$ cat src/rtl/fp_result_uart_tx_if.sv
// Result handshake between fp_adder (master) and the UART result sender (slave).
//   result    : 32-bit result word from the adder
//   flags     : 5-bit exception flags accompanying the result
//   valid_in  : adder's valid_out; result/flags are valid this cycle
//   ready_out : sender can accept a result (feeds the adder's ready_in)
interface fp_result_uart_tx_if;
    logic [31:0] result;
    logic [4:0]  flags;
    logic        valid_in;
    logic        ready_out;

    modport master (
        output result,
        output flags,
        output valid_in,
        input  ready_out
    );

    modport slave (
        input  result,
        input  flags,
        input  valid_in,
        output ready_out
    );
endinterface

$ cat src/rtl/fp_result_uart_tx.sv
// Accepts one fp_adder result (plus flags) per handshake and sends it as
// UART 8N1: result bytes LSB-first, then an optional {3'b000, flags} byte.
// Backpressures the adder through ready_out while a frame is in flight.
//   clk         : system clock, all state on posedge
//   rst_n       : synchronous active-low reset
//   res_if      : result handshake (slave side)
//   tx          : UART serial line, idle high
//   busy        : high while a frame is being shifted
//   frame_done  : one-cycle pulse at the end of the last stop bit
//   frame_count : completed frames since reset, wraps
module fp_result_uart_tx #(
    parameter int unsigned CLKS_PER_BIT = 868,
    parameter bit          SEND_FLAGS   = 1'b1,
    parameter int unsigned COUNT_W      = 16
) (
    input  logic                 clk,
    input  logic                 rst_n,
    fp_result_uart_tx_if.slave   res_if,
    output logic                 tx,
    output logic                 busy,
    output logic                 frame_done,
    output logic [COUNT_W-1:0]   frame_count
);

    localparam int unsigned NBYTES = SEND_FLAGS ? 5 : 4;
    localparam int unsigned BAUD_W = (CLKS_PER_BIT > 1) ? $clog2(CLKS_PER_BIT) : 1;
    localparam int unsigned BUF_W  = 40;

    localparam logic [BAUD_W-1:0] BAUD_LAST = BAUD_W'(CLKS_PER_BIT - 1);
    localparam logic [2:0]        BYTE_LAST = 3'(NBYTES - 1);
    localparam logic [2:0]        BIT_LAST  = 3'd7;

    typedef enum logic [1:0] {
        IDLE  = 2'd0,
        START = 2'd1,
        DATA  = 2'd2,
        STOP  = 2'd3
    } state_t;

    state_t            state;
    logic [BAUD_W-1:0] baud_cnt;
    logic [2:0]        bit_idx;
    logic [2:0]        byte_idx;
    // Whole frame, shifted right one bit per data bit so the current
    // bit is always frame_buf[0] and the next byte lands in [7:0].
    logic [BUF_W-1:0]  frame_buf;

    logic baud_last_c;
    assign baud_last_c = (baud_cnt == BAUD_LAST);

    // Frame sequencer; every output is a register updated here.
    always_ff @(posedge clk) begin
        frame_done <= 1'b0;
        if (!rst_n) begin
            state            <= IDLE;
            tx               <= 1'b1;
            res_if.ready_out <= 1'b0;
            busy             <= 1'b0;
            frame_count      <= '0;
            baud_cnt         <= '0;
            bit_idx          <= '0;
            byte_idx         <= '0;
            frame_buf        <= '0;
        end else begin
            case (state)
                IDLE: begin
                    tx       <= 1'b1;
                    busy     <= 1'b0;
                    baud_cnt <= '0;
                    bit_idx  <= '0;
                    byte_idx <= '0;
                    // ready_out is the registered acceptance flag, so the
                    // handshake looks at its current value.
                    if (res_if.valid_in && res_if.ready_out) begin
                        frame_buf        <= {3'b000, res_if.flags, res_if.result};
                        res_if.ready_out <= 1'b0;
                        busy             <= 1'b1;
                        tx               <= 1'b0;
                        state            <= START;
                    end else begin
                        res_if.ready_out <= 1'b1;
                    end
                end

                START: begin
                    if (baud_last_c) begin
                        baud_cnt <= '0;
                        bit_idx  <= '0;
                        tx       <= frame_buf[0];
                        state    <= DATA;
                    end else begin
                        baud_cnt <= baud_cnt + BAUD_W'(1);
                    end
                end

                DATA: begin
                    if (baud_last_c) begin
                        baud_cnt  <= '0;
                        frame_buf <= frame_buf >> 1;
                        if (bit_idx == BIT_LAST) begin
                            tx    <= 1'b1;
                            state <= STOP;
                        end else begin
                            tx      <= frame_buf[1];
                            bit_idx <= bit_idx + 3'd1;
                        end
                    end else begin
                        baud_cnt <= baud_cnt + BAUD_W'(1);
                    end
                end

                STOP: begin
                    if (baud_last_c) begin
                        baud_cnt <= '0;
                        if (byte_idx == BYTE_LAST) begin
                            // End of the last stop bit: frame complete.
                            byte_idx         <= '0;
                            res_if.ready_out <= 1'b1;
                            busy             <= 1'b0;
                            frame_done       <= 1'b1;
                            frame_count      <= frame_count + COUNT_W'(1);
                            state            <= IDLE;
                        end else begin
                            // Next start bit follows the stop bit directly.
                            byte_idx <= byte_idx + 3'd1;
                            tx       <= 1'b0;
                            state    <= START;
                        end
                    end else begin
                        baud_cnt <= baud_cnt + BAUD_W'(1);
                    end
                end

                default: begin
                    state <= IDLE;
                    tx    <= 1'b1;
                    busy  <= 1'b0;
                end
            endcase
        end
    end

endmodule

$ cat src/flat_wrapper.sv
// flat-port wrapper written by rule: the top's interface ports become plain ports
module fp_result_uart_tx_flat 
#(
    parameter int unsigned CLKS_PER_BIT = 868,
    parameter bit          SEND_FLAGS   = 1'b1,
    parameter int unsigned COUNT_W      = 16
)
  (clk, rst_n, tx, busy, frame_done, frame_count, res_if_result, res_if_flags, res_if_valid_in, res_if_ready_out);
  fp_result_uart_tx_if res_if_i ();
  input  logic clk;
  input  logic rst_n;
  output logic tx;
  output logic busy;
  output logic frame_done;
  output logic [COUNT_W-1:0] frame_count;
  input wire logic [$bits(res_if_i.result)-1:0] res_if_result;
  input wire logic [$bits(res_if_i.flags)-1:0] res_if_flags;
  input wire logic [$bits(res_if_i.valid_in)-1:0] res_if_valid_in;
  output wire logic [$bits(res_if_i.ready_out)-1:0] res_if_ready_out;
  assign res_if_i.result = res_if_result;
  assign res_if_i.flags = res_if_flags;
  assign res_if_i.valid_in = res_if_valid_in;
  assign res_if_ready_out = res_if_i.ready_out;
  fp_result_uart_tx #(.CLKS_PER_BIT(CLKS_PER_BIT), .SEND_FLAGS(SEND_FLAGS), .COUNT_W(COUNT_W)) u_core (.clk(clk), .rst_n(rst_n), .res_if(res_if_i), .tx(tx), .busy(busy), .frame_done(frame_done), .frame_count(frame_count));
endmodule
$ cat config.mk
export PLATFORM = sky130hd
export DESIGN_NAME = fp_result_uart_tx_flat
export DESIGN_NICKNAME = d
export VERILOG_FILES = /design/src/rtl/fp_result_uart_tx_if.sv /design/src/rtl/fp_result_uart_tx.sv /design/src/flat_wrapper.sv
export SDC_FILE = /design/constraint.sdc
export NUM_CORES = 1
export LEC_CHECK = 0
export BUFFER_PORTS_ARGS = -buffer_cell sky130_fd_sc_hd__buf_2
export CORE_UTILIZATION = 55
export CTS_BUF_LIST = sky130_fd_sc_hd__clkbuf_2
export CTS_CLUSTER_SIZE = 14
export DETAILED_ROUTE_END_ITERATION = 10
export GPL_TIMING_DRIVEN = 0
export PLACE_DENSITY = 0.79
export SETUP_SLACK_MARGIN = 0.5
export SLEW_MARGIN = 20
export SYNTH_ARGS = -nofsm -noshare
export SYNTH_HDL_FRONTEND = slang
export SYNTH_SLANG_ARGS = --single-unit
$ cat constraint.sdc
create_clock -name clk -period 3.71 [get_ports clk]
set_clock_uncertainty 0.05 [all_clocks]
set_input_delay 0.5565 -clock clk [delete_from_list [all_inputs] [get_ports clk]]
set_output_delay 0.5565 -clock clk [all_outputs]
set_load 0.1 [all_outputs]
==> results_dict.tcl, run 1 <==
set metrics [dict create \
    routedWlPerCell_um 15.02 \
    layout_commonest_cell "dfxtp_1" \
    p_comb_share_pct 40.8 \
    ys_warn_count 0 \
    syn_area_sq_um 3626 \
    status "completed" \
    drt-vias-per-instance 5.976 \
    finalSetupViolCount 0 \
    r2r_start "u_core.state[0]" \
    dieArea_sq_um 6921 \
    synth_area_leader_cell "dfxtp_1" \
    layout_setup_ws_ns 1.332 \
    post_cts_buffers 0 \
    finalWirelength_mm 8.124 \
    clkLatencyLatePin_ns 0.50 \
    layout.nets 510 \
    dp_cells 525 \
    yosys.area.top_type_share_pct 41.41 \
    grt_pass1_wl_mm 13.33 \
    async_flop_share_pct 0 \
    synth-seq-area-share_pct 41.41 \
    synth.net_count 441 \
    p_sw_w 0.001017 \
    path_clk_slew_ns 0.18 \
    avgSynthCellArea_sq_um 9.297 \
    layout_common_cells "dfxtp_1, buf_2, a21oi_1, mux2i_1, a211oi_1" \
    synth_compound_gate_area_share_pct 22.77 \
    post_cts_resized 0 \
    drc 0 \
    dr_total_vias 3233 \
    p_leak_nw 1.488 \
    num_antenna_cells 0 \
    cts_hold_buf 0 \
    core.rowCount 29 \
    die_width_um 83.20 \
    gp_congestion 0.8308 \
    portBuffers 58 \
    rsz0062_at_grt "false" \
    synth.ff_latch_count 75 \
    seq_area_sq_um 1501 \
    clkPwrFrac_pct 19.2 \
    post-route-min-period_ns 2.378 \
    p_per_area_nw_per_um2 633.9 \
    min_from "res_if_flags[4]" \
    drv_slew 0 \
    rr_endpoint "u_core.frame_buf[0]" \
    antenna_found_initial 0 \
    drive_above_1_share_pct 19.40 \
    clockBufferDepth 2 \
    grt_max_degree 13 \
    synth_fa_ha_area_share_pct 3.796 \
    dpl-instance-area_sq_um 4013 \
    worstHoldPathType "in -> reg" \
    finalInstanceArea_sq_um 4143 \
    worst_pin_slew_ns 0.6809 \
    coreArea_sq_um 6350 \
    fillCellCount 557 \
    synthDistinctLibCells 45 \
    p_total_w 0.002626 \
    r2r_cells 9 \
    cts_tree "done" \
    finalHoldViolations 0 \
    synth_flop_cell "dfxtp_1" \
    netlist_instances 390 \
    io_pins 60 \
    cts.sinks 75 \
    cts_max_level 3 \
    crit_required_ns 4.07 \
    clockRootBuffer "clkbuf_2" \
    crit_type "reg -> reg" \
    final.setup.tns_ns 0 \
    synth_edf_count 0 \
    grt_pass1_vias 2967 \
    p_int_w 0.001610 \
    setup.worst_path.end_class "flop" \
    reg2reg_slack_ns 1.33 \
    dp_hpwl_mm 5.694 \
    cp-start-kind "flop" \
    synth-simple-area-share_pct 14.22 \
    ant_nets 0 \
    synthToLayoutAreaGrowth_pct 14.25 \
    place_ws_ns 1.354 \
    p_seq_share_pct 40.0 \
    drt_iter0_markers 174 \
    crit_fanout 10 \
    dr.pass1.iters 4 \
    cp.arrival_ns 2.73 \
    cts_buffers 9 \
    synth_xor_area_share_pct 2.174 \
    overflow 0 \
    whs_path_depth 3 \
    die-height_um 83.20 \
    grtUsageTotal_pct 23.52 \
    period_share_pct 64.09 \
    slew_headroom_pct 54.61 \
    synth_area_leaders "dfxtp_1, mux2i_1, a21oi_1" \
    synth_top_family_by_area "compound AO/OA/AOI/OAI gates" \
    fmax_mhz 420.6 \
    switching_share_pct 38.71 \
    initial_core_util_pct 57.10 \
    hold_end "u_core.frame_buf[36]" \
    synth.area.mux_share_pct 9.938 \
    cap_violations 0 \
    multiInputGateArea_sq_um 1918 \
    irDropWorstVdd_uv 393.8 \
    fin_cells 541 \
]
## Yosys cell counts (11+ instances only)
cell type and count:
nand3_1 13, clkbuf_1 17, mux2i_1 36, o31ai_1 14, nand4_1 15, a21oi_1 55
dfxtp_1 75, nand2_1 14, ha_1 11, a211oi_1 36, or4_1 12, nor2_1 13
## registers in the layout, indices dropped and copies added (netlist names)
register	cells
u_core.baud_cnt	10
u_core.tx	1
u_core.byte_idx	3
u_core.bit_idx	3
u_core.res_if.ready_out	1
u_core.frame_buf	37
u_core.frame_count	16
u_core.frame_done	1
u_core.busy	1
u_core.state	2
## critical path: stages (launching register included)
cell	delay [ns]
dfxtp_1	0.38
inv_1	0.13
ha_1	0.16
clkbuf_1	0.29
nor2_1	0.09
a21oi_1	0.17
clkbuf_1	0.37
buf_2	0.29
a21oi_1	0.09
a211oi_1	0.26
## cell type report
class	instances	area share (%)
inverter	9	0.8155
buffer	33	4.168
clock inverter	6	1.933
multi-input combinational	273	46.30
timing repair buffer	58	7.007
sequential	75	36.24
clock buffer	10	1.208
tap	77	2.326
## how the worst max path moves through the flow
stage | slack (ns) | cells past startpoint | startpoint | to
4_1_cts | 1.32 | 9 | u_core.state[0] | u_core.frame_buf[0]
5_1_grt | 1.13 | 9 | u_core.state[0] | u_core.frame_buf[0]
6_report | 1.33 | 9 | u_core.state[0] | u_core.frame_buf[0]
2_1_floorplan | 1.25 | 5 | u_core.frame_count[2] | u_core.frame_count[11]
3_3_place_gp | 1.52 | 9 | u_core.state[0] | u_core.frame_buf[27]
3_5_place_dp | 1.35 | 9 | u_core.state[0] | u_core.frame_buf[6]
## per-stage QoR
stage               hold WS [ns]  util [%]
finish                    0.2820     65.24
global route              0.2700     65.24
CTS                       0.2473     65.24
detailed placement        0.4033     63.19
global placement          0.3914     63.19
floorplan                 0.3781         -
## layer usage
layer	track usage [%]	routed length, um	up-vias
met3	3.777	322	11
met1	30.79	3882	1521
met2	38.52	3796	71
met5	0	0	-
met4	9.875	121	0
li1	-	-	1630
## power by group through the flow
stage / combinational, W / clock, W / sequential (W)
6_report: 0.00107 / 0.000503 / 0.00105
5_1_grt: 0.00117 / 0.000550 / 0.00107
4_1_cts: 0.00107 / 0.000515 / 0.00105
3_5_place_dp: 0.00107 / 0 / 0.00107
3_3_place_gp: 0.00103 / 0 / 0.00106
2_1_floorplan: 0.000787 / 0 / 0.00111
## logic make-up (layout without fill, tap and decap cells)
family,count (synthesis),count (layout)
AO/OA/AOI/OAI,126,126
XOR/XNOR,9,9
adder cells (fa/ha/maj),11,11
buffers and inverters,42,116
flip-flops,75,75
multiplexers,36,36
AND/OR/NAND/NOR,91,91
Power figures use the tool's default switching activity.
==> run 2: changes to the inputs <==
--- a/config.mk
+++ b/config.mk
@@ -5,8 +5,9 @@
 export SDC_FILE = /design/constraint.sdc
 export NUM_CORES = 1
 export LEC_CHECK = 0
+export ABC_AREA = 1
 export BUFFER_PORTS_ARGS = -buffer_cell sky130_fd_sc_hd__buf_2
-export CORE_UTILIZATION = 55
+export CORE_UTILIZATION = 53
 export CTS_BUF_LIST = sky130_fd_sc_hd__clkbuf_2
 export CTS_CLUSTER_SIZE = 14
 export DETAILED_ROUTE_END_ITERATION = 10
==> constraint.sdc (replaced) <==
create_clock -name clk -period 2.1 [get_ports clk]
set_clock_uncertainty 0.05 [all_clocks]
set_input_delay 0.315 -clock clk [delete_from_list [all_inputs] [get_ports clk]]
set_output_delay 0.315 -clock clk [all_outputs]
set_load 0.1 [all_outputs]
==> run 2 against run 1 <==
- combinational power increased to 2.9 times the previous value
- die area increased by 10%
- global-route usage increased by 1.7 points
- critical endpoint is now u_core.frame_buf[18]
==> results_dict.tcl, run 2 <==
set metrics [dict create \
    status "completed" \
    num_antenna_cells 0 \
    period_share_pct 81.75 \
    path_clk_slew_ns 0.22 \
    place_ws_ns 0.2647 \
    post-route-util_pct 79.28 \
    cpMostUsedCell "a21oi_4" \
    rsz0062_at_grt "true" \
    grtUsageTotal_pct 25.26 \
    cap_violations 0 \
    synth_common_cells "nand2_1, nor2_1, dfxtp_1" \
    fillCellCount 500 \
    synth-simple-area-share_pct 36.49 \
    layout_common_cells "nand2_1, nor2_1, dfxtp_1, buf_2, buf_4" \
    cts_hold_buf 0 \
    slew_headroom_pct 55.61 \
    finalHoldViolations 0 \
    finalWirelength_mm 10.29 \
    drc 0 \
    cts.sinks 75 \
    crit_required_ns 2.48 \
    dieArea_sq_um 7616 \
    routedWlPerCell_um 13.01 \
    drive_above_1_share_pct 35.54 \
    synth_fa_ha_area_share_pct 3.571 \
    dp_cells 736 \
    top_register "u_core.frame_buf" \
    ant_nets 0 \
    final.setup.tns_ns 0 \
    grt_pass1_vias 3671 \
    hold_ws_ns 0.02990 \
    synth-seq-area-share_pct 38.96 \
    largest_reg_flops 37 \
    yosysMostFrequentCell "nand2_1" \
    yosys.area.top_type_share_pct 38.96 \
    core.rowCount 30 \
    crit_type "reg -> reg" \
    synth.net_count 633 \
    synth_compound_gate_area_share_pct 10.19 \
    synth_flop_cell "dfxtp_1" \
    dr_total_vias 4056 \
    fin_cells 791 \
    gp_congestion 0.8073 \
    layout.nets 741 \
    drv_slew 0 \
    cts_buffers 9 \
    netlist_instances 582 \
    drt_iter0_markers 187 \
    fmax_mhz 582.5 \
    synth.ff_latch_count 75 \
    synth_top_family_by_area "simple AND/OR/NAND/NOR gates" \
    async_flop_share_pct 0 \
    grt_max_degree 13 \
    layout_setup_ws_ns 0.3833 \
    initial_core_util_pct 55.80 \
    synthToLayoutAreaGrowth_pct 42.08 \
    clkLatencyLatePin_ns 0.54 \
    post-route-min-period_ns 1.717 \
    dp_hpwl_mm 5.970 \
    ys_warn_count 0 \
    p_leak_nw 2.443 \
    portBuffers 58 \
    cp.arrival_ns 2.09 \
    overflow 0 \
    p_per_area_nw_per_um2 1108 \
    clockRootBuffer "clkbuf_2" \
    crit_chain "inv_4 > ha_4 > inv_6 > a21oi_4 > a21oi_4 > nand2_2 > buf_8 > clkinv_8 > buf_6 > buf_12 > nor2_4 > nor2_1" \
    antenna_found_initial 0 \
    grt_pass1_wl_mm 15.14 \
    synth_edf_count 0 \
    dr.pass1.iters 4 \
    clockBufferDepth 2 \
    layout_commonest_cell "nand2_1" \
    worst_pin_slew_ns 0.6658 \
    die_width_um 87.27 \
    crit_fanout 7 \
    syn_area_sq_um 3854 \
    synthDistinctLibCells 30 \
    finalSetupViolCount 0 \
    setup.worst_path.end_class "flop" \
    cp_slowest_cell "dfxtp_4" \
    io_pins 60 \
    synth_area_leader_cell "dfxtp_1" \
    coreArea_sq_um 6907 \
    cp-start-kind "flop" \
    avgSynthCellArea_sq_um 6.621 \
    cts_tree "done" \
    cts_max_level 3 \
    synth.area.mux_share_pct 0.2597 \
    irDropWorstVdd_uv 798.5 \
    reg2reg_slack_ns 0.38 \
    die-height_um 87.27 \
    worstHoldPathType "in -> reg" \
    synth_area_leaders "dfxtp_1, nand2_1, nor2_1" \
    reg_top3 "u_core.frame_buf (37), u_core.frame_count (16), u_core.baud_cnt (10)" \
    drt-vias-per-instance 5.128 \
    cp_slowest_stage_delay_ns 0.43 \
    synth_xor_area_share_pct 2.500 \
]
[run 2: cell count changes after synthesis, moves of 7 or more]
| cell | previous run | this run |
|---|---|---|
| a211oi_1 | 36 | 0 |
| or4_1 | 12 | 0 |
| nand4_1 | 15 | 3 |
| o21ai_0 | 6 | 37 |
| nand2_1 | 14 | 184 |
| inv_1 | 8 | 37 |
| clkbuf_1 | 17 | 10 |
| a21oi_1 | 55 | 28 |
| nor2_1 | 13 | 105 |
| o21ai_1 | 1 | 9 |
| nor2_2 | 0 | 13 |
| o31ai_1 | 14 | 0 |
| mux2i_1 | 36 | 1 |
| nand3_1 | 13 | 24 |
[run 2: metal layers]
metal  share of wire (%)  vias to the layer above  track usage, %
li1                    -                     2041               -
met1                  40                     1889           27.24
met2                  54                      102           46.45
met3                 3.9                       24           6.825
met4                 2.4                        0           10.13
met5                   0                        -               0
[run 2: final cells by class]
type	count	area [sq um]	area share (%)
inverter	41	188.9	3.451
multi-input combinational	443	2404	43.90
clock inverter	4	98.84	1.805
tap	96	120.1	2.194
timing repair buffer	97	829.5	15.15
clock buffer	12	60.06	1.097
buffer	23	203.9	3.725
sequential	75	1570	28.68
[run 2: worst max-delay path: cells and delay by family (launching register included)]
kind	cells	cell delay (ns)
AO/OA/AOI/OAI	2	0.21
adder cells (fa/ha/maj)	1	0.15
buffers and inverters	6	0.58
flip-flops	1	0.43
AND/OR/NAND/NOR	3	0.20
[run 2: repair_timing]
item	4_1_cts	5_1_grt
resized for setup	92	141
pin swaps	12	25
endpoints found under the setup margin	85	84
gates cloned	1	0
setup buffers	19	19
[run 2: worst paths after layout]
kind                   startpoint              endpoint  cells past startpoint
max               u_core.state[1]  u_core.frame_buf[18]                     12
min             res_if_result[27]  u_core.frame_buf[27]                      5
max reg2reg       u_core.state[1]  u_core.frame_buf[18]                     12
min reg2reg  u_core.frame_buf[24]  u_core.frame_buf[24]                      2
[run 2: power by group]
| part | leakage [nW] | total, W | switching [W] | internal (W) |
|---|---|---|---|---|
| clock network | 0.0964 | 0.00104 | 0.000509 | 0.000531 |
| registers | 0.629 | 0.00196 | 0.000224 | 0.00173 |
| logic | 1.72 | 0.00307 | 0.00172 | 0.00136 |
| total | 2.44 | 0.00607 | 0.00245 | 0.00362 |
[run 2: per-stage QoR]
stage	power (W)	instance area, sq um
floorplan	0.003539	3902
global placement	0.003872	4313
detailed placement	0.003951	4313
CTS	0.005483	4902
global route	0.006453	5475
finish	0.006068	5475
[run 2: kinds of logic (layout without fill, tap and decap cells)]
| kind of cell | Yosys count | count (layout) |
|---|---|---|
| buf+inv | 64 | 177 |
| fa+ha+maj | 11 | 11 |
| flops | 75 | 75 |
| simple gates | 343 | 343 |
| compound gates | 77 | 77 |
| xor+xnor | 11 | 11 |
| mux | 1 | 1 |
